==> src/rtl/lsu_pkg.sv <==
// Shared types and helpers for the load/store memory stage.
//   size_e  : access size encoding (matches type_control)
//   state_e : memory-stage FSM states
//   RES_*   : write-back result source selects
package lsu_pkg;

    typedef enum logic [1:0] {
        BYTE   = 2'b00,
        HALF   = 2'b01,
        WORD   = 2'b10,
        DOUBLE = 2'b11
    } size_e;

    typedef enum logic [1:0] {
        IDLE = 2'b00,
        REQ  = 2'b01,
        RESP = 2'b10
    } state_e;

    localparam logic [1:0] RES_ALU = 2'b00;
    localparam logic [1:0] RES_MEM = 2'b01;
    localparam logic [1:0] RES_PC4 = 2'b10;

    function automatic int unsigned bytes_per_word(input int unsigned data_width);
        return data_width / 8;
    endfunction

    // A 32-bit datapath has no double access; it degrades to a word.
    function automatic size_e decode_size(input logic [1:0] tc, input int unsigned data_width);
        if (tc == 2'b11 && data_width == 32)
            return WORD;
        return size_e'(tc);
    endfunction

endpackage

==> src/rtl/lsu_mem_stage_if.sv <==
// Request/response bus between the memory stage and the data memory.
//   master : memory stage (drives req_*, receives req_ready and rsp_*)
//   slave  : data memory
interface lsu_mem_stage_if #(
    parameter int DATA_WIDTH = 32,
    parameter int ADDR_WIDTH = 32
) ();
    logic                    req_valid;
    logic                    req_ready;
    logic                    req_we;
    logic [ADDR_WIDTH-1:0]   req_addr;
    logic [DATA_WIDTH-1:0]   req_wdata;
    logic [DATA_WIDTH/8-1:0] req_wstrb;
    logic                    rsp_valid;
    logic [DATA_WIDTH-1:0]   rsp_rdata;

    modport master (
        output req_valid, req_we, req_addr, req_wdata, req_wstrb,
        input  req_ready, rsp_valid, rsp_rdata
    );

    modport slave (
        input  req_valid, req_we, req_addr, req_wdata, req_wstrb,
        output req_ready, rsp_valid, rsp_rdata
    );
endinterface

==> src/rtl/lsu_align.sv <==
// Combinational byte-lane logic for the memory stage.
//   st_size_i/st_offset_i/st_data_i : store size, byte offset, right-aligned data
//   st_wdata_o/st_wstrb_o           : lane-shifted store data and byte strobes
//   ld_size_i/ld_offset_i/ld_sign_i : captured load size, offset, sign flag
//   ld_rdata_i                      : raw read data from memory
//   ld_value_o                      : extracted, extended load value
module lsu_align
    import lsu_pkg::*;
#(
    parameter int DATA_WIDTH = 32,
    parameter int OFF_W      = 2
) (
    input  size_e                   st_size_i,
    input  logic [OFF_W-1:0]        st_offset_i,
    input  logic [DATA_WIDTH-1:0]   st_data_i,
    output logic [DATA_WIDTH-1:0]   st_wdata_o,
    output logic [DATA_WIDTH/8-1:0] st_wstrb_o,
    input  size_e                   ld_size_i,
    input  logic [OFF_W-1:0]        ld_offset_i,
    input  logic                    ld_sign_i,
    input  logic [DATA_WIDTH-1:0]   ld_rdata_i,
    output logic [DATA_WIDTH-1:0]   ld_value_o
);
    localparam int STRB_W = DATA_WIDTH / 8;

    logic [DATA_WIDTH-1:0] ld_shifted;
    logic [DATA_WIDTH-1:0] ld_mask;
    logic                  ld_msb;

    assign st_wdata_o = st_data_i << {st_offset_i, 3'b000};

    always_comb begin
        st_wstrb_o = '0;
        unique case (st_size_i)
            BYTE:    st_wstrb_o = STRB_W'(1)     << st_offset_i;
            HALF:    st_wstrb_o = STRB_W'(2'b11) << st_offset_i;
            WORD:    st_wstrb_o = STRB_W'(4'hF)  << st_offset_i;
            default: st_wstrb_o = '1;
        endcase
    end

    assign ld_shifted = ld_rdata_i >> {ld_offset_i, 3'b000};

    // Extension is done as mask-and-fill so one expression covers every size
    // without zero-width replications on the 32-bit build.
    always_comb begin
        ld_mask = '1;
        ld_msb  = 1'b0;
        unique case (ld_size_i)
            BYTE: begin
                ld_mask = DATA_WIDTH'(8'hFF);
                ld_msb  = ld_shifted[7];
            end
            HALF: begin
                ld_mask = DATA_WIDTH'(16'hFFFF);
                ld_msb  = ld_shifted[15];
            end
            WORD: begin
                ld_mask = DATA_WIDTH'(32'hFFFF_FFFF);
                ld_msb  = ld_shifted[31];
            end
            default: begin
                ld_mask = '1;
                ld_msb  = 1'b0;
            end
        endcase
        ld_value_o = (ld_shifted & ld_mask) | ((ld_sign_i && ld_msb) ? ~ld_mask : '0);
    end
endmodule

==> src/rtl/lsu_mem_stage.sv <==
// Pipelined load/store memory stage with a handshaked, variable-latency
// data-memory interface.
//   clk, rst              : clock, synchronous active-high reset
//   valid_in, mem_read,
//   mem_write, type_control,
//   sign_ext_flag, result_src,
//   alu_result, write_data, pc4 : instruction fields from EXE/MEM
//   stall                 : hold upstream stages
//   result, result_valid  : write-back value and its qualifier
//   misaligned, bus_error : single-cycle fault pulses
//   mem                   : request/response bus (master side)
module lsu_mem_stage
    import lsu_pkg::*;
#(
    parameter int DATA_WIDTH     = 32,
    parameter int ADDR_WIDTH     = 32,
    parameter int TIMEOUT_CYCLES = 64
) (
    input  logic                  clk,
    input  logic                  rst,
    input  logic                  valid_in,
    input  logic                  mem_read,
    input  logic                  mem_write,
    input  logic [1:0]            type_control,
    input  logic                  sign_ext_flag,
    input  logic [1:0]            result_src,
    input  logic [DATA_WIDTH-1:0] alu_result,
    input  logic [DATA_WIDTH-1:0] write_data,
    input  logic [DATA_WIDTH-1:0] pc4,
    output logic                  stall,
    output logic [DATA_WIDTH-1:0] result,
    output logic                  result_valid,
    output logic                  misaligned,
    output logic                  bus_error,
    lsu_mem_stage_if.master       mem
);
    localparam int NBYTES = int'(bytes_per_word(DATA_WIDTH));
    localparam int OFF_W  = $clog2(NBYTES);
    localparam int STRB_W = NBYTES;
    localparam int CNT_W  = (TIMEOUT_CYCLES > 1) ? $clog2(TIMEOUT_CYCLES) : 1;
    localparam logic [CNT_W-1:0] CNT_LAST =
        CNT_W'((TIMEOUT_CYCLES == 0) ? 0 : TIMEOUT_CYCLES - 1);

    state_e                state_q, state_d;
    logic [CNT_W-1:0]      cnt_q, cnt_d;
    logic [OFF_W-1:0]      off_q, off_d;
    size_e                 size_q, size_d;
    logic                  sign_q, sign_d;
    logic                  we_q, we_d;
    logic [STRB_W-1:0]     wstrb_q, wstrb_d;
    logic [DATA_WIDTH-1:0] wdata_q, wdata_d;
    logic [ADDR_WIDTH-1:0] addr_q, addr_d;

    logic [OFF_W-1:0]      offset;
    size_e                 size_in;
    logic                  misalign_in;
    logic                  timeout_hit;
    logic [ADDR_WIDTH-1:0] addr_aligned;
    logic [DATA_WIDTH-1:0] st_wdata;
    logic [STRB_W-1:0]     st_wstrb;
    logic [DATA_WIDTH-1:0] load_value;

    function automatic logic [DATA_WIDTH-1:0] wb_mux(
        input logic [1:0]            src,
        input logic [DATA_WIDTH-1:0] alu,
        input logic [DATA_WIDTH-1:0] pc_plus4,
        input logic [DATA_WIDTH-1:0] mem_val
    );
        unique case (src)
            RES_MEM: return mem_val;
            RES_PC4: return pc_plus4;
            default: return alu;
        endcase
    endfunction

    assign offset       = alu_result[OFF_W-1:0];
    assign size_in      = decode_size(type_control, DATA_WIDTH);
    assign addr_aligned = ADDR_WIDTH'(alu_result) & ~ADDR_WIDTH'(NBYTES - 1);
    assign timeout_hit  = (TIMEOUT_CYCLES != 0) && (cnt_q == CNT_LAST);

    always_comb begin
        misalign_in = 1'b0;
        unique case (size_in)
            HALF:    misalign_in = offset[0];
            WORD:    misalign_in = |offset[1:0];
            DOUBLE:  misalign_in = |offset;
            default: misalign_in = 1'b0;
        endcase
    end

    lsu_align #(
        .DATA_WIDTH (DATA_WIDTH),
        .OFF_W      (OFF_W)
    ) u_align (
        .st_size_i   (size_in),
        .st_offset_i (offset),
        .st_data_i   (write_data),
        .st_wdata_o  (st_wdata),
        .st_wstrb_o  (st_wstrb),
        .ld_size_i   (size_q),
        .ld_offset_i (off_q),
        .ld_sign_i   (sign_q),
        .ld_rdata_i  (mem.rsp_rdata),
        .ld_value_o  (load_value)
    );

    assign mem.req_valid = (state_q == REQ) && !rst;
    assign mem.req_we    = (state_q == REQ) && !rst && we_q;
    assign mem.req_addr  = addr_q;
    assign mem.req_wdata = wdata_q;
    assign mem.req_wstrb = wstrb_q;

    // A completing handshake in the same cycle as the timeout wins over the
    // timeout; a load accepted on the timeout cycle is still abandoned.
    always_comb begin
        state_d      = state_q;
        cnt_d        = cnt_q;
        off_d        = off_q;
        size_d       = size_q;
        sign_d       = sign_q;
        we_d         = we_q;
        wstrb_d      = wstrb_q;
        wdata_d      = wdata_q;
        addr_d       = addr_q;
        stall        = 1'b0;
        result       = '0;
        result_valid = 1'b0;
        misaligned   = 1'b0;
        bus_error    = 1'b0;

        unique case (state_q)
            IDLE: begin
                cnt_d = '0;
                if (valid_in) begin
                    if (!(mem_read || mem_write)) begin
                        result_valid = 1'b1;
                        result       = wb_mux(result_src, alu_result, pc4, '0);
                    end else if (misalign_in) begin
                        misaligned   = 1'b1;
                        result_valid = 1'b1;
                    end else begin
                        off_d   = offset;
                        size_d  = size_in;
                        sign_d  = sign_ext_flag;
                        we_d    = mem_write;
                        wstrb_d = st_wstrb;
                        wdata_d = st_wdata;
                        addr_d  = addr_aligned;
                        stall   = 1'b1;
                        state_d = REQ;
                    end
                end
            end
            REQ: begin
                cnt_d = cnt_q + CNT_W'(1);
                if (mem.req_ready && we_q) begin
                    result_valid = 1'b1;
                    result       = wb_mux(result_src, alu_result, pc4, '0);
                    state_d      = IDLE;
                end else if (timeout_hit) begin
                    bus_error    = 1'b1;
                    result_valid = 1'b1;
                    state_d      = IDLE;
                end else begin
                    stall = 1'b1;
                    if (mem.req_ready)
                        state_d = RESP;
                end
            end
            RESP: begin
                cnt_d = cnt_q + CNT_W'(1);
                if (mem.rsp_valid) begin
                    result_valid = 1'b1;
                    result       = wb_mux(result_src, alu_result, pc4, load_value);
                    state_d      = IDLE;
                end else if (timeout_hit) begin
                    bus_error    = 1'b1;
                    result_valid = 1'b1;
                    state_d      = IDLE;
                end else begin
                    stall = 1'b1;
                end
            end
            default: state_d = IDLE;
        endcase

        if (rst) begin
            stall        = 1'b0;
            result       = '0;
            result_valid = 1'b0;
            misaligned   = 1'b0;
            bus_error    = 1'b0;
        end
    end

    always_ff @(posedge clk) begin
        if (rst) begin
            state_q <= IDLE;
            cnt_q   <= '0;
            off_q   <= '0;
            size_q  <= BYTE;
            sign_q  <= 1'b0;
            we_q    <= 1'b0;
            wstrb_q <= '0;
            wdata_q <= '0;
            addr_q  <= '0;
        end else begin
            state_q <= state_d;
            cnt_q   <= cnt_d;
            off_q   <= off_d;
            size_q  <= size_d;
            sign_q  <= sign_d;
            we_q    <= we_d;
            wstrb_q <= wstrb_d;
            wdata_q <= wdata_d;
            addr_q  <= addr_d;
        end
    end
endmodule

==> src/flat_wrapper.sv <==
// flat-port wrapper written by rule: the top's interface ports become plain ports
module lsu_mem_stage_flat import lsu_pkg::*;
#(
    parameter int DATA_WIDTH     = 32,
    parameter int ADDR_WIDTH     = 32,
    parameter int TIMEOUT_CYCLES = 64
)
  (clk, rst, valid_in, mem_read, mem_write, type_control, sign_ext_flag, result_src, alu_result, write_data, pc4, stall, result, result_valid, misaligned, bus_error, mem_req_valid, mem_req_we, mem_req_addr, mem_req_wdata, mem_req_wstrb, mem_req_ready, mem_rsp_valid, mem_rsp_rdata);
  lsu_mem_stage_if #(.DATA_WIDTH(DATA_WIDTH), .ADDR_WIDTH(ADDR_WIDTH)) mem_i ();
  input  logic clk;
  input  logic rst;
  input  logic valid_in;
  input  logic mem_read;
  input  logic mem_write;
  input  logic [1:0] type_control;
  input  logic sign_ext_flag;
  input  logic [1:0] result_src;
  input  logic [DATA_WIDTH-1:0] alu_result;
  input  logic [DATA_WIDTH-1:0] write_data;
  input  logic [DATA_WIDTH-1:0] pc4;
  output logic stall;
  output logic [DATA_WIDTH-1:0] result;
  output logic result_valid;
  output logic misaligned;
  output logic bus_error;
  output wire logic [$bits(mem_i.req_valid)-1:0] mem_req_valid;
  output wire logic [$bits(mem_i.req_we)-1:0] mem_req_we;
  output wire logic [$bits(mem_i.req_addr)-1:0] mem_req_addr;
  output wire logic [$bits(mem_i.req_wdata)-1:0] mem_req_wdata;
  output wire logic [$bits(mem_i.req_wstrb)-1:0] mem_req_wstrb;
  input wire logic [$bits(mem_i.req_ready)-1:0] mem_req_ready;
  input wire logic [$bits(mem_i.rsp_valid)-1:0] mem_rsp_valid;
  input wire logic [$bits(mem_i.rsp_rdata)-1:0] mem_rsp_rdata;
  assign mem_req_valid = mem_i.req_valid;
  assign mem_req_we = mem_i.req_we;
  assign mem_req_addr = mem_i.req_addr;
  assign mem_req_wdata = mem_i.req_wdata;
  assign mem_req_wstrb = mem_i.req_wstrb;
  assign mem_i.req_ready = mem_req_ready;
  assign mem_i.rsp_valid = mem_rsp_valid;
  assign mem_i.rsp_rdata = mem_rsp_rdata;
  lsu_mem_stage #(.DATA_WIDTH(DATA_WIDTH), .ADDR_WIDTH(ADDR_WIDTH), .TIMEOUT_CYCLES(TIMEOUT_CYCLES)) u_core (.clk(clk), .rst(rst), .valid_in(valid_in), .mem_read(mem_read), .mem_write(mem_write), .type_control(type_control), .sign_ext_flag(sign_ext_flag), .result_src(result_src), .alu_result(alu_result), .write_data(write_data), .pc4(pc4), .stall(stall), .result(result), .result_valid(result_valid), .misaligned(misaligned), .bus_error(bus_error), .mem(mem_i));
endmodule
==> config.mk <==
export PLATFORM = sky130hd
export DESIGN_NAME = lsu_mem_stage_flat
export DESIGN_NICKNAME = d
export VERILOG_FILES = /design/src/rtl/lsu_pkg.sv /design/src/rtl/lsu_mem_stage_if.sv /design/src/rtl/lsu_align.sv /design/src/rtl/lsu_mem_stage.sv /design/src/flat_wrapper.sv
export SDC_FILE = /design/constraint.sdc
export NUM_CORES = 1
export LEC_CHECK = 0
export ABC_CLOCK_PERIOD_IN_PS = 5000
export BUFFER_PORTS_ARGS = -buffer_cell sky130_fd_sc_hd__buf_2
export CORE_MARGIN = 2
export CORE_UTILIZATION = 40
export CTS_CLUSTER_DIAMETER = 30
export DETAILED_ROUTE_END_ITERATION = 12
export PLACE_DENSITY = 0.75
export SETUP_SLACK_MARGIN = 0.2
export SKIP_LAST_GASP = 1
export SYNTH_ARGS = -nofsm -noshare
export SYNTH_HDL_FRONTEND = slang
export SYNTH_SLANG_ARGS = --single-unit
==> constraint.sdc <==
create_clock -name clk -period 5 [get_ports clk]
set_clock_uncertainty 0.2 [all_clocks]
set_input_delay 1 -clock clk [delete_from_list [all_inputs] [get_ports clk]]
set_output_delay 1 -clock clk [all_outputs]
set_load 0.1 [all_outputs]
# == After elaboration in Yosys (flattened, before gate mapping) ==
# Cells that the tools add are included.
# op_classes
addsub,1
eq_ne,16
shifts,5
n_mux,50
bitwise_logic,4
n_reduce_logical,15
# ops
cell,count
$mux W32,6
$pmux W32 S2,3
$pmux W32 S3,1
$and A32 B32 Y32,1
$not A32 Y32,1
$or A32 B32 Y32,1
$shl A32 B5 Y32,1
$shr A32 B5 Y32,1
$mux W1,22
$mux W2,10
$eq A2 B2 Y1 const B,6
$pmux W4 S3,1
$pmux W6 S2,1
$pmux W1 S3,3
$eq A2 B1 Y1 const B,4
$add A6 B1 Y6 const B,1
$eq A6 B6 Y1 const B,1
$logic_not A2 Y1,3
$pmux W2 S3,1
$reduce_or A2 Y1,3
$reduce_and A5 Y1,1
$logic_and A1 B1 Y1,4
$ne A2 B2 Y1 const B,2
$ne A4 B3 Y1 const B,1
other kinds (11),12
# totals
regBits,80
input_bits,140
out_inout_bits,106
word_cells,100

# == Logic depth before layout (Yosys ltp) ==
# logic_depth
ltp_word,11
depth_mapped,8
depth_no_buf,7

# == By module ==
# Synthesis repeated with hierarchy kept, for this count alone.
# unflattened
cells_unflattened,716
hier_area_um2,5398.9
# modules_own_cells
mod,n_inst,cells_each,area_each_um2,seq_area_each_um2
lsu_mem_stage,1,514,3976.3,1601.5
lsu_align,1,202,1422.6,0.0

# == Worst setup path before layout ==
# No wires, ideal clock.
# synth_path
kind,in2out
from,input port mem_rsp_valid
to,output port bus_error
arrival_ns,5.879
t_required_ns,3.800
path_slack_ns,-2.079
cell_stages,2
n_path_buf,0
cell_sequence,nand2b_1 -> a2111oi_0
# synth_between
elab_chain_cells,3
# synth_rtl
item,line,rtl
"start, declared",flat_wrapper.sv:32,input wire logic [$bits(mem_i.rsp_valid)-1:0] mem_rsp_valid;
$mux W1,lsu_mem_stage.sv:172,if (mem.rsp_valid) begin
$pmux W1 S2,lsu_mem_stage.sv:131,unique case (state_q)
$mux W1,lsu_mem_stage.sv:187,if (rst) begin
"end, declared",flat_wrapper.sv:25,output logic bus_error;
# Every way passes these cells.

# == Worst setup path in the final report ==
# layout_path
from,input port mem_rsp_valid
to,output port result[8]
# layout_between
elab_chain_cells,3
# layout_rtl
item,line,rtl
$mux W32,lsu_mem_stage.sv:172,
$pmux W32 S3,lsu_mem_stage.sv:131,
$mux W32,lsu_mem_stage.sv:187,
"end, declared",flat_wrapper.sv:22,output logic [DATA_WIDTH-1:0] result;
# Every way passes these cells.

==> flow_summary.json <==
{
  "p_sw_uw": 801,
  "numCtsBuffers": 9,
  "cp_cell_sequence": "buf_2 -> and2_1 -> nand2_1 -> nor2_1 -> a221oi_1 -> nor3_2 -> buf_2",
  "crit_top_cell": "buf_2",
  "synthCells": 707,
  "ff2ff_setup_slack_ns": 2.48,
  "r2r_start": "u_core.state_q[0]",
  "seqPwrFrac": 0.332,
  "syn_to_final_growth_pct": 34.3,
  "htreeDepth": 3,
  "avgSynthCellArea_um2": 7.11,
  "viasPerCell": 5.47,
  "rows": 40,
  "path_delay_family": "simple AND/OR/NAND/NOR gates",
  "drive_above_1_share": 0.320,
  "cap_violations": 0,
  "whs_ns": 0.249,
  "ff2ff_path_depth": 7,
  "synth_seq_cells": 80,
  "worst_ep_required_time_ns": 3.80,
  "antenna_found_initial": 0,
  "nets": 1059,
  "clkTransAtPathRegs_ns": 0.07,
  "cp.arrival_ns": 3.09,
  "synth_edf_count": 0,
  "grt_pass1_wl_mm": 27.8,
  "period_needed_ns": 4.29,
  "comb_power_share": 0.304,
  "die_width_um": 116,
  "hold_path_class": "reg -> reg",
  "final_cell_mix": "buf_2 (241), nand2_1 (133), a21oi_1 (105)",
  "grt_usage": 0.265,
  "clkPwrFrac": 0.364,
  "endpoint": "result[8]",
  "hold_violations": 0,
  "drt_first_iter_violations": 500,
  "yosys_warnings": 0,
  "crit_buf_inv": 2,
  "cp_slowest_cell": "nor2_1",
  "die_area_um2": 13500,
  "hold_buffers": 0,
  "cp.depth": 7,
  "gr-total-overflow": 0,
  "slew_viol_final": 0,
  "outcome": "finished clean",
  "cp-start-kind": "input port",
  "cts_tree": "yes",
  "synthArstFlopShare": 0,
  "grt_max_degree": 61,
  "hpwl_mm": 14.0,
  "synth-seq-area-share": 0.318,
  "setup_violations": 0,
  "vias": 5940,
  "cts_sinks": 80,
  "relSlewSlack": 0.239,
  "clk_latency_ns": 0.34,
  "layout_commonest_cell": "buf_2",
  "cts_resized": 0,
  "power_density_nw_per_um2": 307,
  "diodes": 0,
  "start_util": 0.413,
  "critical_path.max_fanout": 12,
  "startpoint": "mem_rsp_valid",
  "wl_per_cell_um": 17.1,
  "syn_area_um2": 5030,
  "portBuffers": 243,
  "cts_buffer_depth": 2,
  "criticalPathCategory": "in -> out",
  "rsz0062_at_grt": "false",
  "r2r-end": "u_core.mem.req_wdata[8]",
  "total_power_mw": 2.07,
  "drc": 0,
  "switching_share": 0.387,
  "cts_root_buf": "clkbuf_16",
  "min_period_over_period": 0.859,
  "io_pins": 246,
  "yosys_most_used_dff": "dfxtp_1",
  "core_region_area_um2": 12200,
  "fmax_ghz": 0.233,
  "ant_nets": 0,
  "place.gp.congestion": 0.919,
  "p_leak_nw": 2.97,
  "crit_path_max_incr_delay_ns": 0.50,
  "dr.pass1.iters": 5,
  "synth_cell_types": 51,
  "tightest_slew_ns": 1.14,
  "ir_drop_mv": 0.206,
  "post_cts_buffers": 0,
  "die_y_um": 116,
  "wl_mm": 18.5,
  "p_int_mw": 1.27,
  "crit_path_end_kind": "output port",
  "grt_pass1_vias": 5364
}
## power by group through the flow
stage / Combinational (mW) / Clock (mW) / Sequential (mW)
2_1_floorplan: 0.281 / 0 / 0.880
3_3_place_gp: 0.623 / 0 / 0.701
3_5_place_dp: 0.625 / 0 / 0.701
4_1_cts: 0.627 / 0.766 / 0.687
5_1_grt: 0.667 / 0.790 / 0.691
6_report: 0.629 / 0.755 / 0.687
## metal layers
layer | global-route usage | wire length [um] | vias to the layer above
met3 | 0.0763 | 1800 | 38
met4 | 0.0960 | 399 | 0
li1 | - | - | 2894
met2 | 0.423 | 8540 | 291
met1 | 0.343 | 7810 | 2717
met5 | 0 | 0 | -
## logic make-up after synthesis
group                    count (synthesis)  share of synthesized area
AND/OR/NAND/NOR                        295                      0.257
AO/OA/AOI/OAI                          202                      0.250
flip-flops                              80                      0.318
buffers and inverters                   75                     0.0612
multiplexers                            42                     0.0866
adder cells (fa/ha/maj)                  7                     0.0174
XOR/XNOR                                 5                    0.00871
other                                    1                   0.000746
## registers in the layout (all words and copies together), names as in the netlist
| name | count |
|---|---|
| u_core.sign_q | 1 |
| u_core.state_q | 2 |
| u_core.mem.req_addr | 30 |
| u_core.mem.req_wstrb | 4 |
| u_core.off_q | 2 |
| u_core.we_q | 1 |
| u_core.cnt_q | 6 |
| u_core.size_q | 2 |
| u_core.mem.req_wdata | 32 |
## layout make-up
type,count,area [um^2]
clock buffers,9,225
clock inverters,7,109
fillers,1230,5410
inverters,15,56.3
multi-input cells,553,3220
flip-flops and latches,80,1600
well taps,168,210
repair buffers,253,1330
## worst register-to-register path, cell delays in order, from the launching register on
cell and delay [ns]:
dfxtp_1 0.35, inv_1 0.09, ha_1 0.30, o2111ai_4 0.61, buf_12 0.45, nor3_1 0.30
a21oi_1 0.07, nor2_1 0.08
## worst min path at each step
stage                                       start                 endpoint  slack, ns  cells after the start
after floorplan                  u_core.size_q[0]         u_core.size_q[0]       0.26                      2
after global placement    u_core.mem.req_wdata[3]  u_core.mem.req_wdata[3]       0.24                      2
after detailed placement  u_core.mem.req_wdata[6]  u_core.mem.req_wdata[6]       0.24                      2
after CTS                 u_core.mem.req_wdata[6]  u_core.mem.req_wdata[6]       0.25                      2
after global routing      u_core.mem.req_addr[12]  u_core.mem.req_addr[12]       0.27                      2
final                     u_core.mem.req_wdata[6]  u_core.mem.req_wdata[6]       0.25                      2
## per-stage QoR
stage          utilization  setup WS [ns]  area (um^2)  TNS (ns)  instances
3_5_place_dp         0.528          0.762         6420         0       1069
3_3_place_gp         0.528          0.821         6420         0       1069
6_report             0.555          0.707         6750         0       1085
2_1_floorplan            -         -0.543         5100     -5.77        708
5_1_grt              0.555          0.574         6750         0       1085
4_1_cts              0.555          0.759         6750         0       1085
## synth_stat cells (2+ instances only)
cell | count | area (um^2)
o21ai_1 | 16 | 80.1
mux2i_1 | 39 | 390
or2_2 | 2 | 12.5
a2bb2oi_1 | 4 | 35.0
nand2b_1 | 4 | 25.0
nor3_1 | 28 | 140
clkbuf_1 | 35 | 131
ha_1 | 7 | 87.6
a211oi_1 | 24 | 180
buf_1 | 8 | 30.0
a31oi_1 | 9 | 56.3
nand3b_1 | 2 | 15.0
buf_2 | 15 | 75.1
o211ai_1 | 4 | 30.0
nand2_1 | 133 | 499
a22oi_1 | 7 | 52.6
and3_1 | 2 | 12.5
nor2b_1 | 21 | 131
a32oi_1 | 2 | 17.5
xor2_1 | 3 | 26.3
buf_4 | 2 | 15.0
a21oi_1 | 105 | 526
o31ai_1 | 8 | 60.1
o2111ai_1 | 7 | 61.3
dfxtp_1 | 80 | 1600
a221oi_1 | 8 | 70.1
nand3_1 | 22 | 110
and2_1 | 2 | 12.5
inv_1 | 15 | 56.3
xnor2_1 | 2 | 17.5
nor2_1 | 71 | 267
No activity file was read; power rests on OpenSTA's default activity.
